`src/rtl/switch_in_arbiter_if.sv`:
```
// Requester-side and switch-side signals of the switch input arbiter.
// The arbiter uses the slave view. The requesters and the switch together use the master view.
interface switch_in_arbiter_if #(
    parameter int NUM_REQ = 4,
    parameter int ADDR_W  = 8,
    parameter int DATA_W  = 16
);
    logic [NUM_REQ-1:0]        req;
    logic [NUM_REQ*ADDR_W-1:0] req_addr;
    logic [NUM_REQ*DATA_W-1:0] req_data;
    logic [NUM_REQ-1:0]        gnt;
    logic [ADDR_W-1:0]         addr;
    logic [DATA_W-1:0]         data;
    logic                      vld;

    modport master (
        output req, req_addr, req_data,
        input  gnt, addr, data, vld
    );

    modport slave (
        input  req, req_addr, req_data,
        output gnt, addr, data, vld
    );
endinterface

```
`src/rtl/switch_in_arbiter.sv`:
```
// Round-robin arbiter with bounded bursts that shares the switch input port.
// The grant is combinational and the forwarded beat is registered.
module switch_in_arbiter #(
    parameter int NUM_REQ   = 4,
    parameter int ADDR_W    = 8,
    parameter int DATA_W    = 16,
    parameter int MAX_BURST = 4
) (
    input  logic                       clk,
    input  logic                       rst,
    switch_in_arbiter_if.slave         bus,
    output logic [$clog2(NUM_REQ)-1:0] owner,
    output logic                       busy
);
    localparam int OWNER_W = $clog2(NUM_REQ);
    localparam int CNT_W   = $clog2(MAX_BURST + 1);
    localparam logic [OWNER_W-1:0] LAST_IDX = OWNER_W'(NUM_REQ - 1);
    localparam logic [CNT_W-1:0]   MAX_CNT  = CNT_W'(MAX_BURST);

    typedef enum logic {ST_IDLE, ST_BURST} state_t;

    state_t              state_reg;
    logic [OWNER_W-1:0]  owner_reg;
    logic [OWNER_W-1:0]  rr_ptr_reg;
    logic [CNT_W-1:0]    beat_cnt_reg;
    logic [ADDR_W-1:0]   addr_reg;
    logic [DATA_W-1:0]   data_reg;
    logic                vld_reg;
    logic                busy_reg;

    logic                new_burst;
    logic                cont_burst;
    logic                grant_any;
    logic [OWNER_W-1:0]  winner;

    logic [ADDR_W-1:0]   addr_arr [NUM_REQ];
    logic [DATA_W-1:0]   data_arr [NUM_REQ];

    function automatic logic [OWNER_W-1:0] next_idx(input logic [OWNER_W-1:0] i);
        return (i == LAST_IDX) ? '0 : i + OWNER_W'(1);
    endfunction

    // The first requesting index at or after start, with wrap-around. The index just before start is checked last.
    function automatic logic [OWNER_W-1:0] rr_pick(input logic [NUM_REQ-1:0] r,
                                                   input logic [OWNER_W-1:0] start);
        logic [OWNER_W-1:0] idx;
        logic [OWNER_W-1:0] pick;
        logic               found;
        idx   = start;
        pick  = start;
        found = 1'b0;
        for (int k = 0; k < NUM_REQ; k++) begin
            if (!found && r[idx]) begin
                pick  = idx;
                found = 1'b1;
            end
            idx = next_idx(idx);
        end
        return pick;
    endfunction

    genvar gi;
    generate
        for (gi = 0; gi < NUM_REQ; gi++) begin : g_slice
            assign addr_arr[gi] = bus.req_addr[gi*ADDR_W +: ADDR_W];
            assign data_arr[gi] = bus.req_data[gi*DATA_W +: DATA_W];
            assign bus.gnt[gi]  = grant_any && (winner == OWNER_W'(gi));
        end
    endgenerate

    // Grant decision. The owner keeps the port until it drops req or uses up its burst.
    // A rotation re-arbitrates in the same cycle, so no dead cycle is inserted.
    always_comb begin
        new_burst  = 1'b0;
        cont_burst = 1'b0;
        winner     = '0;
        if (!rst) begin
            if (state_reg == ST_IDLE) begin
                if (|bus.req) begin
                    new_burst = 1'b1;
                    winner    = rr_pick(bus.req, rr_ptr_reg);
                end
            end else if (bus.req[owner_reg] && (beat_cnt_reg < MAX_CNT)) begin
                cont_burst = 1'b1;
                winner     = owner_reg;
            end else if (|bus.req) begin
                new_burst = 1'b1;
                winner    = rr_pick(bus.req, next_idx(owner_reg));
            end
        end
    end

    assign grant_any = new_burst | cont_burst;

    always_ff @(posedge clk) begin
        if (rst) begin
            state_reg    <= ST_IDLE;
            owner_reg    <= '0;
            rr_ptr_reg   <= '0;
            beat_cnt_reg <= '0;
            addr_reg     <= '0;
            data_reg     <= '0;
            vld_reg      <= 1'b0;
            busy_reg     <= 1'b0;
        end else begin
            vld_reg <= grant_any;
            if (grant_any) begin
                addr_reg <= addr_arr[winner];
                data_reg <= data_arr[winner];
            end
            if (new_burst) begin
                state_reg    <= ST_BURST;
                busy_reg     <= 1'b1;
                owner_reg    <= winner;
                beat_cnt_reg <= CNT_W'(1);
                rr_ptr_reg   <= next_idx(winner);
            end else if (cont_burst) begin
                beat_cnt_reg <= beat_cnt_reg + CNT_W'(1);
            end else if (state_reg == ST_BURST) begin
                state_reg    <= ST_IDLE;
                busy_reg     <= 1'b0;
                beat_cnt_reg <= '0;
            end
        end
    end

    assign bus.addr = addr_reg;
    assign bus.data = data_reg;
    assign bus.vld  = vld_reg;
    assign owner    = owner_reg;
    assign busy     = busy_reg;
endmodule

```
`src/flat_wrapper.sv`:
```
// flat-port wrapper written by rule: the top's interface ports become plain ports
module switch_in_arbiter_flat 
#(
    parameter int NUM_REQ   = 4,
    parameter int ADDR_W    = 8,
    parameter int DATA_W    = 16,
    parameter int MAX_BURST = 4
)
  (clk, rst, owner, busy, bus_req, bus_req_addr, bus_req_data, bus_gnt, bus_addr, bus_data, bus_vld);
  switch_in_arbiter_if #(.NUM_REQ(NUM_REQ), .ADDR_W(ADDR_W), .DATA_W(DATA_W)) bus_i ();
  input  logic clk;
  input  logic rst;
  output logic [$clog2(NUM_REQ)-1:0] owner;
  output logic busy;
  input wire logic [$bits(bus_i.req)-1:0] bus_req;
  input wire logic [$bits(bus_i.req_addr)-1:0] bus_req_addr;
  input wire logic [$bits(bus_i.req_data)-1:0] bus_req_data;
  output wire logic [$bits(bus_i.gnt)-1:0] bus_gnt;
  output wire logic [$bits(bus_i.addr)-1:0] bus_addr;
  output wire logic [$bits(bus_i.data)-1:0] bus_data;
  output wire logic [$bits(bus_i.vld)-1:0] bus_vld;
  assign bus_i.req = bus_req;
  assign bus_i.req_addr = bus_req_addr;
  assign bus_i.req_data = bus_req_data;
  assign bus_gnt = bus_i.gnt;
  assign bus_addr = bus_i.addr;
  assign bus_data = bus_i.data;
  assign bus_vld = bus_i.vld;
  switch_in_arbiter #(.NUM_REQ(NUM_REQ), .ADDR_W(ADDR_W), .DATA_W(DATA_W), .MAX_BURST(MAX_BURST)) u_core (.clk(clk), .rst(rst), .bus(bus_i), .owner(owner), .busy(busy));
endmodule
```
`config.mk`:
```
export PLATFORM = sky130hd
export DESIGN_NAME = switch_in_arbiter_flat
export DESIGN_NICKNAME = d
export VERILOG_FILES = /design/src/rtl/switch_in_arbiter_if.sv /design/src/rtl/switch_in_arbiter.sv /design/src/flat_wrapper.sv
export SDC_FILE = /design/constraint.sdc
export NUM_CORES = 1
export LEC_CHECK = 0
export ABC_AREA = 0
export ABC_CLOCK_PERIOD_IN_PS = 6100
export CORE_MARGIN = 2
export CORE_UTILIZATION = 40
export CTS_BUF_LIST = sky130_fd_sc_hd__clkbuf_4 sky130_fd_sc_hd__clkbuf_8 sky130_fd_sc_hd__clkbuf_16
export CTS_CLUSTER_DIAMETER = 30
export CTS_CLUSTER_SIZE = 10
export DETAILED_ROUTE_END_ITERATION = 8
export GPL_TIMING_DRIVEN = 0
export PLACE_DENSITY_LB_ADDON = 0.1
export SLEW_MARGIN = 15
export SYNTH_ARGS = -nofsm -noshare
export SYNTH_HDL_FRONTEND = slang
export SYNTH_SLANG_ARGS = --single-unit
```
`constraint.sdc`:
```
create_clock -name clk -period 6.1 [get_ports clk]
set_clock_uncertainty 0.15 [all_clocks]
set_input_delay 1.83 -clock clk [delete_from_list [all_inputs] [get_ports clk]]
set_output_delay 1.83 -clock clk [all_outputs]
set_load 0.005 [all_outputs]
```
==> flow_summary.json <==
{
  "final.setup.tns_ns": 0,
  "fp.dieW_um": 95.4,
  "clkLatencyLatePin_ns": 0.29,
  "grt_pass1_vias": 3793,
  "synth_top_area_cell": "dfxtp_1",
  "synth.most_common_cell": "dfxtp_1",
  "num_antenna_cells": 0,
  "peakVddDrop_v": 0.000137,
  "grt_overflow": 0,
  "htree_num_levels": 2,
  "stdcell_area_um2": 5100,
  "period_minus_slack_ns": 6.01,
  "cts_sinks": 34,
  "maxSlewHeadroom": 0.498,
  "antenna_left": 0,
  "die_y_um": 95.4,
  "worstSetupStartpointType": "input port",
  "largest_reg_flops": 16,
  "die-area_um2": 9100,
  "port_buffers": 133,
  "vias_per_cell": 5.87,
  "postLayoutCoreUtil": 0.627,
  "total_power_mw": 1.32,
  "drt_first_pass_iters": 4,
  "placed_cell_area_um2": 4800,
  "nets": 651,
  "drc_errors": 0,
  "drtIter0Drc": 150,
  "fmax_mhz": 166,
  "clk_pin_slew_ns": 0.07,
  "vias": 3804,
  "maxSlewViolCount": 0,
  "core_area_um2": 8130,
  "final_hold_viol_count": 0,
  "holdWs_ns": 0.316,
  "setup_viol": 0,
  "drive_above_1_share": 0.190,
  "hpwlAfterDp_mm": 8.58,
  "synth_common_cells": "dfxtp_1, nand2_1, mux2i_1, nor2b_1",
  "rsz0062_at_grt": "false",
  "cts_tree": "built",
  "synth_top_area_share": 0.204,
  "ys_seq_area_frac": 0.204,
  "worstPathRequired_ns": 4.12,
  "yosys-top-cells-area": "dfxtp_1, mux2i_1, o211ai_2",
  "asyncSetResetFlopFracSynth": 0,
  "synth_edf_count": 0,
  "setup.worst_path.end_class": "output port",
  "synthFlopType": "dfxtp_1",
  "totalWireLength_mm": 11.6,
  "synth_cells": 386,
  "drv_cap": 0,
  "cts_buffers": 5,
  "wire_per_inst_um": 17.9,
  "crit_type": "input port to output port",
  "ys_ff_latch": 34,
  "powerDensity_nw_per_um2": 258,
  "cts_hold_buf": 0,
  "leakage_nw": 2.00,
  "critPathMaxFanout": 10,
  "cts_buffer_depth": 2,
  "track_usage": 0.256,
  "r2r_slack_ns": 2.44,
  "grt_pass1_wl_mm": 18.6,
  "hp-class": "flop to flop",
  "cts_root_buf": "clkbuf_8",
  "syn_area_um2": 3340,
  "max_slew.worst_pin.slew_ns": 0.748,
  "finalCritPeriodShare": 0.986,
  "grt_max_degree": 11,
  "grt_antenna_before_repair": 0,
  "yosysWarnings": 0,
  "nFillCells": 700,
  "synth_nets": 495,
  "place.gp.congestion": 0.944,
  "pin_count": 134,
  "postSynthAreaPerCell_um2": 8.65,
  "start_util": 0.411,
  "status": "finished clean",
  "area_growth_pct": 52.8,
  "rows": 33,
  "crit_arrival_ns": 4.03,
  "yosys.cell_types.count": 57
}
-- metal layers --
layer / track usage / part of all wire / up-vias
li1: - / - / 1823
met1: 0.319 / 0.42 / 1857
met2: 0.451 / 0.51 / 115
met3: 0.0545 / 0.054 / 9
met4: 0.0607 / 0.011 / 0
met5: 0 / 0 / -
-- layout make-up --
type                            count  area [um^2]  area share
Clock buffer                        8          110      0.0216
Inverter                           10         37.5     0.00735
Sequential cell                    34          681       0.133
Tap cell                          105          131      0.0257
Timing Repair Buffer              151         1430       0.280
Buffer                             45          302      0.0591
Multi-Input combinational cell    295         2410       0.473
-- power by group --
part | switching, mW | leakage [nW] | internal [mW]
logic | 0.386 | 1.66 | 0.409
registers | 0.0387 | 0.283 | 0.281
clock network | 0.0893 | 0.0575 | 0.114
-- stage by stage --
stage | setup WS (ns) | instances
3_3_place_gp | -1.01 | 624
3_5_place_dp | -1.03 | 624
4_1_cts | 0.000158 | 643
6_report | 0.0879 | 648
2_1_floorplan | 0.209 | 386
5_1_grt | 0.0352 | 648
-- cell usage in the layout (no fill, tap or decap), types with 3 or more instances in the layout --
master           instances
dfxtp_1                 34
nor2b_1                 27
a31oi_1                  4
nor2_1                  13
clkbuf_8                 8
nor3_1                   4
nand3b_1                 4
nand2_1                 32
clkbuf_1                18
nand3_1                  3
inv_1                    9
o311a_1                 24
buf_6                    6
o31a_1                   3
nor4b_1                 24
mux2i_1                 31
o32ai_1                 24
buf_8                    4
o211ai_2                20
and3_1                   5
o21ai_0                  6
ha_1                     6
o21ai_1                  3
a211oi_1                 4
clkdlybuf4s50_1        125
nor2b_4                  4
a21oi_1                  7
o211ai_1                 6
buf_2                   16
buf_4                   22
clkbuf_2                 4
-- repair_timing --
action                                  CTS  global route
gates cloned                              1             1
pin swaps                                 8            10
buffers inserted                         12             4
endpoints found under the setup margin    4             4
gates resized for setup                  47            17
-- cells by family (layout without fill, tap and decap cells) --
group / after synthesis / after routing / share of synthesized area
AO/OA/AOI/OAI: 120 / 120 / 0.327
XOR/XNOR: 1 / 1 / 0.00262
adder cells (fa/ha/maj): 7 / 7 / 0.0262
buffers and inverters: 57 / 214 / 0.0877
flip-flops: 34 / 34 / 0.204
multiplexers: 37 / 37 / 0.120
AND/OR/NAND/NOR: 130 / 130 / 0.232
-- final timing paths --
path,startpoint,end,cells past startpoint
setup / recovery,bus_req[0],bus_gnt[1],13
hold / removal,u_core.bus.data[15]$_SDFFE_PP0N_,u_core.bus.data[15]$_SDFFE_PP0N_,2
setup reg to reg,u_core.rr_ptr_reg[0]$_SDFFE_PP0P_,u_core.bus.data[2]$_SDFFE_PP0N_,11
hold reg to reg,u_core.bus.data[15]$_SDFFE_PP0N_,u_core.bus.data[15]$_SDFFE_PP0N_,2
-- critical path, stage by stage --
cell and delay (ns):
buf_2 0.13, buf_6 0.14, buf_6 0.13, nor2b_1 0.12, mux4_2 0.46, o21bai_1 0.18, o211a_2 0.23, o31a_1 0.17
buf_12 0.12, inv_1 0.05, ha_1 0.18, and3_1 0.17, clkbuf_2 0.11
No activity file was read; power rests on OpenSTA's default activity.
